**src/rtl/imem_loader_if.sv**
```systemverilog
// imem_loader_if: byte stream in and instruction RAM write port of the loader
interface imem_loader_if #(parameter int ADDR_W = 9);
  logic [7:0] byte_in;
  logic byte_valid;
  logic byte_ready;
  logic we;
  logic [ADDR_W-1:0] waddr;
  logic [31:0] wdata;
  modport master (output byte_in, byte_valid, input byte_ready, we, waddr, wdata);
  modport slave (input byte_in, byte_valid, output byte_ready, we, waddr, wdata);
endinterface

```
**src/rtl/imem_loader.sv**
```systemverilog
// imem_loader: unpacks a length-prefixed byte stream into instruction RAM words
module imem_loader #(
  parameter int DEPTH = 400,
  parameter int ADDR_W = 9
) (
  input logic clk,
  input logic rst,
  input logic start,
  imem_loader_if.slave bus,
  output logic cpu_hold,
  output logic busy,
  output logic done,
  output logic error
);
  localparam logic [2:0] IDLE = 3'd0, LEN_HI = 3'd1, LEN_LO = 3'd2, DATA = 3'd3,
                         WRITE = 3'd4, DONE = 3'd5, ERR = 3'd6;
  logic [2:0] state;
  logic [7:0] hi;
  logic [15:0] count;
  logic [ADDR_W-1:0] widx, waddr;
  logic [1:0] bidx;
  logic [23:0] sr;
  logic [31:0] wdata;
  logic xfer;
  logic [15:0] len;
  assign xfer = bus.byte_valid && bus.byte_ready;
  assign len = {hi, bus.byte_in};
  // every output is decoded from state or a register, never from the stream inputs
  assign bus.byte_ready = state == LEN_HI || state == LEN_LO || state == DATA;
  assign bus.we = state == WRITE;
  assign bus.waddr = waddr;
  assign bus.wdata = wdata;
  assign busy = state inside {LEN_HI, LEN_LO, DATA, WRITE};
  assign cpu_hold = busy || state == ERR;
  assign done = state == DONE;
  assign error = state == ERR;
  always_ff @(posedge clk) begin
    if (rst) begin
      state <= IDLE;
      hi <= '0;
      count <= '0;
      widx <= '0;
      bidx <= '0;
      sr <= '0;
      waddr <= '0;
      wdata <= '0;
    end else begin
      case (state)
        IDLE, DONE, ERR: if (start) begin
          state <= LEN_HI;
          widx <= '0;
          bidx <= '0;
        end
        LEN_HI: if (xfer) begin
          hi <= bus.byte_in;
          state <= LEN_LO;
        end
        LEN_LO: if (xfer) begin
          count <= len;
          state <= len == 16'd0 ? DONE : len > 16'(DEPTH) ? ERR : DATA;
        end
        DATA: if (xfer) begin
          sr <= {sr[15:0], bus.byte_in};
          bidx <= bidx + 2'd1;
          if (bidx == 2'd3) begin
            state <= WRITE;
            waddr <= widx;
            wdata <= {sr, bus.byte_in};
          end
        end
        WRITE: begin
          widx <= widx + 1'b1;
          state <= 16'(widx) + 16'd1 == count ? DONE : DATA;
        end
        default: state <= IDLE;
      endcase
    end
  end
endmodule

```
**src/flat_wrapper.sv**
```systemverilog
// flat-port wrapper written by rule: the top's interface ports become plain ports
module imem_loader_flat 
#(
  parameter int DEPTH = 400,
  parameter int ADDR_W = 9
)
  (clk, rst, start, cpu_hold, busy, done, error, bus_byte_in, bus_byte_valid, bus_byte_ready, bus_we, bus_waddr, bus_wdata);
  imem_loader_if #(.ADDR_W(ADDR_W)) bus_i ();
  input logic clk;
  input logic rst;
  input logic start;
  output logic cpu_hold;
  output logic busy;
  output logic done;
  output logic error;
  input wire logic [$bits(bus_i.byte_in)-1:0] bus_byte_in;
  input wire logic [$bits(bus_i.byte_valid)-1:0] bus_byte_valid;
  output wire logic [$bits(bus_i.byte_ready)-1:0] bus_byte_ready;
  output wire logic [$bits(bus_i.we)-1:0] bus_we;
  output wire logic [$bits(bus_i.waddr)-1:0] bus_waddr;
  output wire logic [$bits(bus_i.wdata)-1:0] bus_wdata;
  assign bus_i.byte_in = bus_byte_in;
  assign bus_i.byte_valid = bus_byte_valid;
  assign bus_byte_ready = bus_i.byte_ready;
  assign bus_we = bus_i.we;
  assign bus_waddr = bus_i.waddr;
  assign bus_wdata = bus_i.wdata;
  imem_loader #(.DEPTH(DEPTH), .ADDR_W(ADDR_W)) u_core (.clk(clk), .rst(rst), .start(start), .bus(bus_i), .cpu_hold(cpu_hold), .busy(busy), .done(done), .error(error));
endmodule
```
**config.mk**
```make
export PLATFORM = sky130hd
export DESIGN_NAME = imem_loader_flat
export DESIGN_NICKNAME = d
export VERILOG_FILES = /design/src/rtl/imem_loader_if.sv /design/src/rtl/imem_loader.sv /design/src/flat_wrapper.sv
export SDC_FILE = /design/constraint.sdc
export NUM_CORES = 1
export LEC_CHECK = 0
export CAP_MARGIN = 20
export CELL_PAD_IN_SITES_DETAIL_PLACEMENT = 0
export CELL_PAD_IN_SITES_GLOBAL_PLACEMENT = 1
export CORE_ASPECT_RATIO = 1.4
export CORE_MARGIN = 2
export CORE_UTILIZATION = 40
export DETAILED_ROUTE_END_ITERATION = 8
export PLACE_DENSITY_LB_ADDON = 0.1
export SKIP_LAST_GASP = 1
export SLEW_MARGIN = 10
export SYNTH_ARGS = -nofsm -noshare
export SYNTH_HDL_FRONTEND = slang
export SYNTH_SLANG_ARGS = --single-unit
```
**constraint.sdc**
```tcl
create_clock -name clk -period 2.75 [get_ports clk]
set_clock_uncertainty 0.15 [all_clocks]
set_input_delay 0.6875 -clock clk [delete_from_list [all_inputs] [get_ports clk]]
set_output_delay 0.6875 -clock clk [all_outputs]
set_load 0.005 [all_outputs]
```
* Yosys cells after proc, flatten, opt, wreduce, memory -nomap -nowiden
Index checks and enable logic that the tools add are counted.
Widths: inputs -> output; s select.
** Storage, ports and cells
- Bits in writable memories :: 0
- Latch bits :: 0
- Input port bits :: 12
- Memories :: 0
- Flip-flop bits (word level) :: 103
- ROM bits :: 0
- Logic and storage cells :: 56
- Output and inout port bits :: 47
** Cells by class
- Bitwise operators :: 0
- Shift operators :: 0
- $add $sub $neg :: 3
- Magnitude comparators :: 1
- Muxes and demuxes :: 14
- Reduce and logical (&&, ||, !) cells :: 17
- Multiply operators :: 0
- Equality and inequality tests :: 13
- Divide/modulo/power cells :: 0
** Operators with widths (number)
- $mux 3 :: 8
- $pmux 9 s2 :: 1
- $eq 16x16->1 :: 1
- $gt 16x9->1 const B :: 1
- $logic_not 16->1 :: 1
- $pmux 3 s5 :: 1
- $add 9x1->10 const B :: 1
- $add 9x1->9 const B :: 1
- $eq 3x3->1 const B :: 3
- $mux 9 :: 1
- $reduce_and 2->1 :: 4
- $eq 3x2->1 const B :: 2
- $ne 2x1->1 const B :: 3
- $reduce_and 3->1 :: 2
- $reduce_and 5->1 :: 1
- $mux 2 :: 2
- $ne 2x2->1 const B :: 2
- $pmux 2 s2 :: 1
- $reduce_bool 2->1 :: 2
- $reduce_bool 4->1 :: 1
- $eq 3x1->1 const B :: 1
- $logic_not 3->1 :: 1
- $logic_or 1x1->1 :: 3
- $reduce_or 3->1 :: 1
- other kinds (3) :: 3

* Longest topological paths before layout
- Depth in word-level cells :: 6
- Depth in mapped cells :: 8
- Mapped depth without buffers :: 7

* Worst setup path after synthesis
Ideal clock, no wire load.
- Path type :: in2reg
- Start :: input bus_byte_in[0]
- End :: register u_core.state[1]
- Library setup time :: 137 ps
- Data arrival time :: 2025 ps
- Buffers on the path :: 0
- Slack :: 438 ps
- Stages on the path :: 6
- Required time :: 2463 ps
- Cells stage by stage :: nor4_1 > nand3_1 > o21ai_0 > or4b_2 > nand4_1 > o221ai_1
** On the way
- Cells in the longest elaborated chain, start to end :: 4
** Ends and longest elaborated chain
- from (decl) :: RTL line flat_wrapper.sv:16 : input wire logic [$bits(bus_i.byte_in)-1:0] bus_byte_in;
- $logic_not 16->1 :: RTL line imem_loader.sv:60 : state <= len == 16'd0 ? DONE : len > 16'(DEPTH) ? ERR : DATA;
- $mux 3 :: RTL line imem_loader.sv:60
- $mux 3 :: RTL line imem_loader.sv:58 : LEN_LO: if (xfer) begin
- $pmux 3 s5 :: RTL line imem_loader.sv:48 : case (state)
- to (signal assigned) :: RTL line imem_loader.sv:60
- to (signal assigned) :: RTL line imem_loader.sv:73 : state <= 16'(widx) + 16'd1 == count ? DONE : DATA;
- to (decl) :: RTL line imem_loader.sv:17 : logic [2:0] state;
No other way between the ends. The select of a mux whose other input is x is not followed.
A chain may end at the register's enable or synchronous reset.

* Worst setup path after layout
- Start :: input bus_byte_in[1]
- End :: register u_core.state[1]
The elaborated chain is that of the path after synthesis.

==> results.cfg <==
[status]
status = complete, no violations

[finish]
antenna_cells = 0
syn_to_final_growth_pct = 26.99
final_cell_mix = nand2_1, a21oi_1, dfxtp_1
nets = 631
multi_input_area_mm2 = 0.001982
fillCellCount = 1048
final_common_cell = nand2_1
ff_latch_area_mm2 = 0.002062
drive_above_1_share_pct = 8.039

[synth]
synth_area_mm2 = 0.004237
seq_area_frac_synth_pct = 48.67
synthCells = 556
yosys_warnings = 0
avgSynthCellArea_um2 = 7.620
synth_enable_flop_cells = 0
synthArstFlopShare_pct = 0
synth_ff_type = dfxtp_1
synth-seq-cells = 103
syn-num-nets = 570
yosysUniqueCellTypes = 47

[power_and_ir_drop]
power_frac_comb_pct = 17.0
power.density_mw_per_mm2 = 644.6
max-vdd-ir-drop_mv = 0.4258
sequentialPowerShare_pct = 45.4
p_int_w = 0.002537
p_leak_nw = 1.846
p_sw_share_pct = 26.86
p_switching_w = 0.0009315
p_clk_share_pct = 37.5
power_w = 0.003468

[setup_path]
reg2reg_from = u_core.widx[0]$_SDFFE_PP0P_
cp.required_ns = 2.81
path_cells = clkdlybuf4s50_1 > nor4_1 > nand3_1 > o21ai_0 > or4b_2 > nand4_1 > o221ai_1
arrival_ns = 2.61
timing.rr.end = u_core.state[1]$_SDFFE_PP0P_
slowest_delay_ns = 0.60
reg2reg_depth = 7
regToRegSetupSlack_ns = 0.35
critPathLaunchType = primary input
crit_path_top_delay_cell = or4b_2
path_class = in -> reg
endpoint_kind = flip-flop
path_max_fanout = 2

[global_routing]
grt-ovfl-total = 0
antenna_found_initial = 0
grt_max_degree = 72
gr-usage-all-layers_pct = 19.70
grt_pass1_vias = 3695
grt_first_pass_wirelength_um = 18130

[min_path]
hp-start = u_core.bus.wdata[27]$_SDFFE_PP0P_
hp-class = reg -> reg
holdPathEnd = u_core.bus.wdata[27]$_SDFFE_PP0P_
min_path_cells = 2

[drt]
num_vias = 3935
antenna_left = 0
drc = 0
routed_wl_um = 10980
wire_per_inst_um = 14.45
detail_route.vias_per_cell = 5.178
drtIter0Drc = 244
first_pass_iters = 4

[cts]
clk_pin_slew_ns = 0.07
clk_latency_ns = 0.35
root_buffer = clkbuf_16
clock-sinks = 103
cts_tree = built
cts_resized = 0
clockBufferDepth = 2
cts_inserted_buffers = 9
htree_levels = 3
hold_buffers = 0
cts_setup_buffers = 0

[sta]
hold_violations = 0
relSlewSlack_pct = 65.32
timing.final.ws_setup_ns = 0.2016
tightest_slew_ns = 0.5155
setup_viol = 0
finalMaxSlewViolations = 0
fmax_mhz = 392.4
grt_setup_unrepaired = no
fin_crit_ns = 2.548
period_share_pct = 92.67

[job]
drv_cap = 0

[die]
dieArea_mm2 = 0.01144
coreArea_mm2 = 0.01035
rows = 44
fp.dieW_um = 90.98
fp.dieH_um = 125.8
io_pins = 59
start_util_pct = 40.93

[placed_design]
io_buffer_count = 58
routabilityCongestion = 0.8582
dpl.hpwl_um = 7770
pre_cts_slack_ns = -0.1425
## registers in the layout, summed over array words and instances, names as in the netlist
signal            flops
u_core.count         16
u_core.hi             8
u_core.bus.wdata     32
u_core.widx           9
u_core.bus.waddr      9
u_core.bidx           2
u_core.state          3
u_core.sr            24
## power by group through the flow
stage	registers, W	clock network, W	logic (W)
3_3_place_gp	0.00161	0	0.000592
5_1_grt	0.00158	0.00139	0.000658
3_5_place_dp	0.00161	0	0.000591
6_report	0.00158	0.00130	0.000591
4_1_cts	0.00158	0.00134	0.000594
2_1_floorplan	0.00160	0	0.000356
## cells in the mapped netlist, types with 2 or more instances
cell	n	area, um^2
xor2_1	3	26.28
ha_1	2	25.02
dfxtp_1	103	2062
nand2_1	189	709.4
nand3b_1	2	15.01
clkbuf_1	30	112.6
nand3_1	6	30.03
a21oi_1	107	535.5
and3_1	5	31.28
inv_1	6	22.52
nor2_1	23	86.33
nand4_1	4	25.02
xnor2_1	14	122.6
o21ai_0	12	60.06
nor3_1	8	40.04
or3_1	3	18.77
nor2b_1	2	12.51
buf_6	2	22.52
nand2b_1	2	12.51
buf_2	4	20.02
nor4_1	3	18.77
## layout make-up
class                   count  area share (%)
repair buffers             87           15.44
clock inverters             5           1.186
flip-flops and latches    103           38.33
well taps                 138           3.209
clock buffers              11           4.512
inverters                   7          0.4884
multi-input cells         409           36.84
## layer usage
layer / up-vias / routed length, um / global-route usage [%]
li1: 1972 / - / -
met5: - / 0 / 0
met3: 23 / 385 / 2.392
met2: 78 / 5333 / 32.64
met4: 0 / 336 / 9.804
met1: 1862 / 4924 / 25.30
## cells by family (layout without fill, tap and decap cells)
group / after synthesis / after routing / share of synthesized area [%]
adder cells (fa/ha/maj): 3 / 3 / 0.8268
XOR/XNOR: 17 / 17 / 3.515
AO/OA/AOI/OAI: 131 / 131 / 16.45
flip-flops: 103 / 103 / 48.67
buffers and inverters: 44 / 110 / 4.548
AND/OR/NAND/NOR: 257 / 257 / 25.75
multiplexers: 1 / 1 / 0.2363
## worst max path at each step
stage | startpoint | to | slack (ns)
global route | bus_byte_in[0] | u_core.state[1]$_SDFFE_PP0P_ | 0.07
global placement | bus_byte_in[0] | u_core.state[1]$_SDFFE_PP0P_ | -0.13
CTS | bus_byte_in[0] | u_core.state[1]$_SDFFE_PP0P_ | 0.22
detailed placement | bus_byte_in[0] | u_core.state[1]$_SDFFE_PP0P_ | -0.14
floorplan | bus_byte_in[0] | u_core.state[1]$_SDFFE_PP0P_ | 0.44
finish | bus_byte_in[1] | u_core.state[1]$_SDFFE_PP0P_ | 0.20
## worst max-delay path: cells and delay by family
kind,cells,cell delay [ns]
compound gates,2,0.26
buf+inv,1,0.46
simple gates,4,1.20
## metrics by stage
step	instances	TNS (ns)	cell area, um^2	hold WS (ns)	utilization (%)
detailed placement	744	-0.1425	5074	0.2980	49.02
global route	760	0	5380	0.3261	51.98
global placement	744	-0.1333	5074	0.2903	49.02
CTS	760	0	5380	0.3078	51.98
finish	760	0	5380	0.3044	51.98
floorplan	556	0	4237	0.2821	-
Power figures use the tool's default switching activity.
